`src/rtl/seg7_pkg.sv`:
```
// Shared segment encodings and frame-snapshot type for the seven-segment scan driver.
// Segment patterns are active-low, bit order g..a (bit 6 = g, bit 0 = a).
package seg7_pkg;

   localparam int unsigned N_DIGITS = 4;

   localparam logic [6:0] SEG_0    = 7'b1000000;
   localparam logic [6:0] SEG_1    = 7'b1111001;
   localparam logic [6:0] SEG_2    = 7'b0100100;
   localparam logic [6:0] SEG_3    = 7'b0110000;
   localparam logic [6:0] SEG_4    = 7'b0011001;
   localparam logic [6:0] SEG_5    = 7'b0010010;
   localparam logic [6:0] SEG_6    = 7'b0000010;
   localparam logic [6:0] SEG_7    = 7'b1111000;
   localparam logic [6:0] SEG_8    = 7'b0000000;
   localparam logic [6:0] SEG_9    = 7'b0010000;
   localparam logic [6:0] SEG_DASH = 7'b0111111;
   localparam logic [6:0] SEG_OFF  = 7'b1111111;

   typedef struct packed {
      logic [4*N_DIGITS-1:0] digits;
      logic [N_DIGITS-1:0]   dp_en;
      logic                  blank_lz;
   } snap_t;

   // Bit i set means digit i is a leading zero to suppress; digit 0 is never blanked.
   function automatic logic [N_DIGITS-1:0] lz_mask(input logic [4*N_DIGITS-1:0] d,
                                                   input logic en);
      logic [N_DIGITS-1:0] m;
      m    = '0;
      m[3] = en && (d[15:12] == 4'd0);
      m[2] = m[3] && (d[11:8] == 4'd0);
      m[1] = m[2] && (d[7:4] == 4'd0);
      return m;
   endfunction

endpackage

```
`src/rtl/bcd_to_seg7.sv`:
```
// Combinational BCD to active-low seven-segment decoder with blanking.
// Non-BCD codes show a dash so bad upstream data is visible rather than silent.
module bcd_to_seg7
   import seg7_pkg::*;
(
   input  logic [3:0] value_i,
   input  logic       blank_i,
   output logic [6:0] seg_o
);

   always_comb begin
      seg_o = SEG_DASH;
      if (blank_i) begin
         seg_o = SEG_OFF;
      end else begin
         case (value_i)
            4'd0:    seg_o = SEG_0;
            4'd1:    seg_o = SEG_1;
            4'd2:    seg_o = SEG_2;
            4'd3:    seg_o = SEG_3;
            4'd4:    seg_o = SEG_4;
            4'd5:    seg_o = SEG_5;
            4'd6:    seg_o = SEG_6;
            4'd7:    seg_o = SEG_7;
            4'd8:    seg_o = SEG_8;
            4'd9:    seg_o = SEG_9;
            default: seg_o = SEG_DASH;
         endcase
      end
   end

endmodule

```
`src/rtl/seg7_scan_driver.sv`:
```
// Four-digit multiplexed common-anode display driver; each digit lit REFRESH_DIV cycles.
// Inputs are snapshotted once per frame so a digit never changes mid-frame.
module seg7_scan_driver
   import seg7_pkg::*;
#(
   parameter int unsigned REFRESH_DIV = 100000
)
(
   input  logic                  clk,
   input  logic                  clr,
   input  logic [4*N_DIGITS-1:0] digits,
   input  logic [N_DIGITS-1:0]   dp_en,
   input  logic                  blank_lz,
   output logic [N_DIGITS-1:0]   an,
   output logic [6:0]            seg,
   output logic                  dp
);

   localparam int unsigned   CW       = (REFRESH_DIV > 2) ? $clog2(REFRESH_DIV) : 1;
   localparam logic [CW-1:0] CNT_LAST = CW'(REFRESH_DIV - 1);

   logic [CW-1:0]       cnt_q, cnt_d;
   logic [1:0]          idx_q, idx_d;
   snap_t               snap_q, snap_d;
   logic [N_DIGITS-1:0] an_q, an_d;
   logic [6:0]          seg_q, seg_d;
   logic                dp_q, dp_d;

   logic                wrap;
   logic [3:0]          cur_val;
   logic                cur_blank;
   logic [N_DIGITS-1:0] blank_mask;

   always_comb begin
      wrap       = (cnt_q == CNT_LAST);
      cnt_d      = wrap ? '0 : cnt_q + CW'(1);
      idx_d      = wrap ? idx_q + 2'd1 : idx_q;
      snap_d     = snap_q;
      if (wrap && (idx_q == 2'd3)) begin
         snap_d = {digits, dp_en, blank_lz};
      end
      blank_mask = lz_mask(snap_q.digits, snap_q.blank_lz);
      cur_val    = snap_q.digits[{idx_q, 2'b00} +: 4];
      cur_blank  = blank_mask[idx_q];
      an_d       = ~(N_DIGITS'(1) << idx_q);
      dp_d       = ~snap_q.dp_en[idx_q];
   end

   bcd_to_seg7 u_dec (
      .value_i (cur_val),
      .blank_i (cur_blank),
      .seg_o   (seg_d)
   );

   always_ff @(posedge clk) begin
      if (!clr) begin
         cnt_q  <= '0;
         idx_q  <= '0;
         snap_q <= '0;
         an_q   <= '1;
         seg_q  <= SEG_OFF;
         dp_q   <= 1'b1;
      end else begin
         cnt_q  <= cnt_d;
         idx_q  <= idx_d;
         snap_q <= snap_d;
         an_q   <= an_d;
         seg_q  <= seg_d;
         dp_q   <= dp_d;
      end
   end

   assign an  = an_q;
   assign seg = seg_q;
   assign dp  = dp_q;

endmodule

```
`config.mk`:
```
export PLATFORM = sky130hd
export DESIGN_NAME = seg7_scan_driver
export DESIGN_NICKNAME = d
export VERILOG_FILES = /design/src/rtl/seg7_pkg.sv /design/src/rtl/bcd_to_seg7.sv /design/src/rtl/seg7_scan_driver.sv
export SDC_FILE = /design/constraint.sdc
export NUM_CORES = 1
export LEC_CHECK = 0
export CAP_MARGIN = 10
export CELL_PAD_IN_SITES_DETAIL_PLACEMENT = 1
export CELL_PAD_IN_SITES_GLOBAL_PLACEMENT = 2
export CORE_MARGIN = 5
export CORE_UTILIZATION = 30
export CTS_BUF_LIST = sky130_fd_sc_hd__clkbuf_2 sky130_fd_sc_hd__clkbuf_4 sky130_fd_sc_hd__clkbuf_8
export DETAILED_ROUTE_END_ITERATION = 6
export DONT_BUFFER_PORTS = 1
export PLACE_DENSITY_LB_ADDON = 0.3
export SKIP_CTS_REPAIR_TIMING = 1
export SLEW_MARGIN = 10
export SYNTH_ARGS = -nofsm -noshare
export SYNTH_HDL_FRONTEND = slang
export SYNTH_HIERARCHICAL = 1
export SYNTH_SLANG_ARGS = --single-unit
```
`constraint.sdc`:
```
create_clock -name clk -period 2.4 [get_ports clk]
set_input_delay 0.48 -clock clk [delete_from_list [all_inputs] [get_ports clk]]
set_output_delay 0.48 -clock clk [all_outputs]
set_load 0.02 [all_outputs]
```
# == Word level (Yosys, flattened, before mapping) ==
# Memory sizes are Yosys's and may differ from the RTL's. A register that Yosys moved wholly into a read port is not among the register bits.
# Cells that the tools add are included.
# totals
regBits,45
mem_bits_ro,112
out_inout_bits,12
word_cells,31
mem_count,1
# mem_list
name,depth,width,rd,rd_ports_with_merged_regs,write_ports,line_no,source
(no name shown),16,7,1,1,0,bcd_to_seg7.sv:16,case (value_i)
# op_classes
addsub,2
order_cmp,1
n_eq_ne,2
n_shift,2
mux,4
bitwise,3
n_reduce_logical,9
# op_table
op,n
$add 17x1->17 const B,1
$eq 17x17->1 const B,1
$shiftx 16x5->4,1
$logic_not 4->1,3
$bmux 1 s2,2
$logic_and 1x1->1,4
$not 4->4,1
$reduce_or 2->1,2
$shl 1x2->4 const A,1
$lt 2x3->1 const B,1
$add 2x1->2 const B,1
$eq 2x2->1 const B,1
$mux 1,2
$not 1->1,2

# == Depth between registers and ports, before layout ==
# depth
ltp_word,7
mapped_depth,8
mapped_depth_nobuf,7

# == Cells and area by module ==
# Netlist, hierarchy kept.
# modules_own_cells
module,instances,cells_per_inst,area_per_inst_um2,seq_area_each_um2
seg7_scan_driver,1,234,2270.9,1041.0
bcd_to_seg7,1,35,235.2,0.0

# == Worst setup path after synthesis ==
# Ideal clock, no wire load.
# synth_timing
kind,reg-to-reg
startpoint,register idx_q[1]
endpoint,register seg_q[3] (netlist: seg[3])
setup_time_ns,0.126
arrival_time_ns,2.016
t_required_ns,2.274
slack_ns,0.258
stages_incl_launch_ff,8
period_less_slack_ns,2.142
cell_sequence,dfxtp_1 clkbuf_1 mux4_2 ha_1 or2_0 a211oi_2 nor2_1 nand2b_1
# synth_via
word_cells_on_any_way,4
# synth_rtl
item,line_no,source
from (decl),seg7_scan_driver.sv:23,"logic [1:0] idx_q, idx_d;"
from (signal assigned),seg7_scan_driver.sv:65,idx_q <= idx_d;
$shiftx 16x5->4,seg7_scan_driver.sv:43,"cur_val = snap_q.digits[{idx_q, 2'b00} +: 4];"
via cur_val[0],seg7_scan_driver.sv:30,logic [3:0] cur_val;
to (decl),seg7_scan_driver.sv:26,"logic [6:0] seg_q, seg_d;"
# The timed path passes the listed nets, and every way through them passes these cells. The select of a mux whose other input is x is not followed.
# A chain may end at the register's enable or synchronous reset.

# == Worst setup path after layout ==
# layout_timing
startpoint,register idx_q[0]
endpoint,register seg_q[3] (netlist: seg[3])
# The elaborated chain is that of the path after synthesis.

==> summary.md <==
| Metric | Value |
|---|---|
| Area delta synth->final | 8.94% |
| Worst min-delay path class | in2reg |
| Cells along the critical path | mux4_2 > or2_0 > a211oi_2 > nor2_1 > nand2b_1 |
| Dominant synthesized flop cell | dfxtp_1 |
| Initial DRC count | 54 |
| Synthesized area per cell | roughly 9.3 µm² |
| Post-synth cell types | between 40 and 50 |
| Initial antenna violation count | 0 |
| Total Power | ~1.7 mW |
| Clock root buffer | clkbuf_8 |
| Fin. Hold Viols | 0 |
| Setup TNS Final | 0 ns |
| Vias in the first global route | ~1800 |
| First-pass GRT wire length | just over 9000 µm |
| DIE WIDTH | between 100 and 150 µm |
| Total CTS buffers | 5 |
| Final setup fails | 0 |
| EDFF count, synth | 0 |
| Pre-antenna DRT Iters | 4 |
| Post-synthesis sequential element count | 52 |
| DR WL/cell | between 10 and 15 µm |
| Port buffer count | 0 |
| Critical Path Source | idx_q[0]$_SDFFE_PN0N_ |
| Rel. slew slack | 54.7% |
| TritonCTS clock tree | built |
| Final Util | approximately a third |
| RD Place Congestion | 0.740 |
| Residual DRC | 0 |
| # IOs | 35 |
| RSZ-0062 raised after global routing | no |
| Worst reg2reg endpoint | seg[3]$_SDFF_PN1_ |
| WHS Path Cells | 1 |
| Clk_skew | 0.00431 ns |
| Die Ht | just over 100 µm |
| Slew @ Worst Pin | about 0.68 ns |
| Non-Filler Instances | 369 |
| Area of the mapped netlist | ~2500 µm² |
| Reg-to-Reg Start | idx_q[0]$_SDFFE_PN0N_ |
| Number of max-cap violations | 0 |
| Startpoint class of the critical path | flip-flop |
| Worst-path clk slew | roughly 0.10 ns |
| Die Area | around 10000 µm² |
| Tcrit/Tclk final | a little over four fifths |
| Post-DR vias/cell | between 4 and 5 |
| Synth area leaders | dfxtp_1 (42%), mux2i_1 (8.8%), nand2_1 (7.9%) |
| Global Route Usage Sum | between 10% and 20% |
| Core area | 8180 µm² |
| Total wire length | between 5000 and 6000 µm |
| Critical Path Sink | seg[3]$_SDFF_PN1_ |
| Routed via count | approximately 1800 |
| CP Class | reg2reg |
| Number of cell rows | 33 |
| Post-Syn Instances | between 200 and 300 |
| Most frequent cells after synthesis | nand2_1 (53), dfxtp_1 (52), mux2i_1 (22) |
| Fmax | roughly 0.49 GHz |
| Worst endpoint data arrival time | 2.25 ns |
| Seq/Total Area, Yosys | about two fifths |
| CP Max Fanout | 13 |
| CTS max path bufs | 2 |
| Initial Utilization | 30.7% |
| Crit. End Element | flip-flop |
| FILL cells | 951 |
| Max incr delay on CP | about 0.7 ns |
| Largest net degree at the start of global routing | 61 |
| Standby leakage power | around 0.94 nW |
| Share of cells above drive strength 1 | 7.58% |
| Synthesis Warnings | 6 |
| Status | completed |
| Critical-path top delay cell | mux4_2 |
| Critical Path RT | roughly 2.6 ns |
| Worst reg2reg setup slack | roughly 0.36 ns |
| Top-count cell post-synth | nand2_1 |
| Final HPWL DP | between 3000 and 4000 µm |
| Ant. Diodes | 0 |
| Cell Count Post-Placement | roughly 360 |
| H-tree level count | 2 |
| Clock latency on the worst-skew pair | between 0.3 and 0.4 ns |
| R2R depth | 5 |
| Worst IR Drop VDD | approximately 230 µV |
| # clock sinks | 52 |
| Asr flop ratio synth | 0% |
| Final min period | 2.04 ns |
| Routed Antenna Nets | 0 |
| Leading area contributor after synthesis | dfxtp_1 |
| Total congestion overflow | 0 |
| Count of final max-slew check failures | 0 |
| Layout Nets | approximately 300 |
| P per Cell Area | ~640 nW/µm² |
| Yosys top cell area share | between 40% and 50% |
| Syn_nets | 302 |
[final cells by class]
| class | instances | area, µm² | share of cell area [%] |
|---|---|---|---|
| multi-input cells | 194 | 1340 | 49.0 |
| flip-flops and latches | 52 | 1040 | 38.1 |
| well taps | 105 | 131 | 4.81 |
| clock inverters | 3 | 90.1 | 3.30 |
| clock buffers | 5 | 68.8 | 2.52 |
| repair buffers | 3 | 35.0 | 1.28 |
| inverters | 7 | 26.3 | 0.962 |
[state kept, by name, indices dropped and copies added, names as in the netlist]
register	cells
an	4
cnt_q	17
dp	1
idx_q	2
seg	7
snap_q	21
[worst min path at each step]
stage,startpoint,endpoint
after floorplan,snap_q[3]$_SDFFE_PN0P_,snap_q[3]$_SDFFE_PN0P_
after CTS,clr,seg[0]$_SDFF_PN1_
after detailed placement,snap_q[4]$_SDFFE_PN0P_,snap_q[4]$_SDFFE_PN0P_
final,clr,an[1]$_SDFF_PN1_
after global routing,clr,seg[2]$_SDFF_PN1_
after global placement,snap_q[3]$_SDFFE_PN0P_,snap_q[3]$_SDFFE_PN0P_
[worst max-delay path, delay by kind of cell, from the launching register on]
family / cells / cell delay [ns]
multiplexers: 1 / 0.70
AND/OR/NAND/NOR: 3 / 0.46
flip-flops: 1 / 0.53
AO/OA/AOI/OAI: 1 / 0.26
[per-stage QoR]
stage               hold slack [ns]  setup WS [ns]  area [µm²]
global placement              0.446          0.445        2570
detailed placement            0.449          0.373        2570
CTS                           0.237          0.357        2730
global route                  0.244          0.204        2730
finish                        0.254          0.363        2730
floorplan                     0.432          0.258        2510
[where the power goes]
part / leakage, nW / internal, mW / total (mW) / switching (mW)
combinational: 0.444 / 0.0103 / 0.0239 / 0.0136
sequential: 0.422 / 0.873 / 0.888 / 0.0154
clock: 0.0784 / 0.521 / 0.828 / 0.307
[cells in the final DEF, fill, tap and decap left out, types with 6 or more instances in the layout]
cell type,instances
nand2_1,53
o21ai_0,6
nor2_1,18
dfxtp_1,52
ha_1,10
a21oi_1,6
nand3_1,8
mux2i_1,22
xnor2_1,9
nand4_1,7
nand2b_1,10
nor4_1,6
inv_1,7
[routing by layer]
metal | up-vias | global-route usage (%) | wire length, µm
li1 | 900 | - | -
met1 | 840 | 16.9 | 2990
met2 | 30 | 16.3 | 2230
met3 | 6 | 2.82 | 207
met4 | 0 | 3.99 | 82
met5 | - | 0 | 0
[kinds of logic (layout without fill, tap and decap cells)]
family,count (synthesis),count (layout),synth area share [%]
AOI/OAI and AO/OA,18,18,4.39
xor gates and xnor gates,14,14,4.89
adders and majority gates,10,10,4.99
buffers and inverters,23,18,5.09
DFF,52,52,41.5
muxes,27,27,13.3
and+or+nand+nor,125,125,25.8
(Power assumes the default switching activity.)
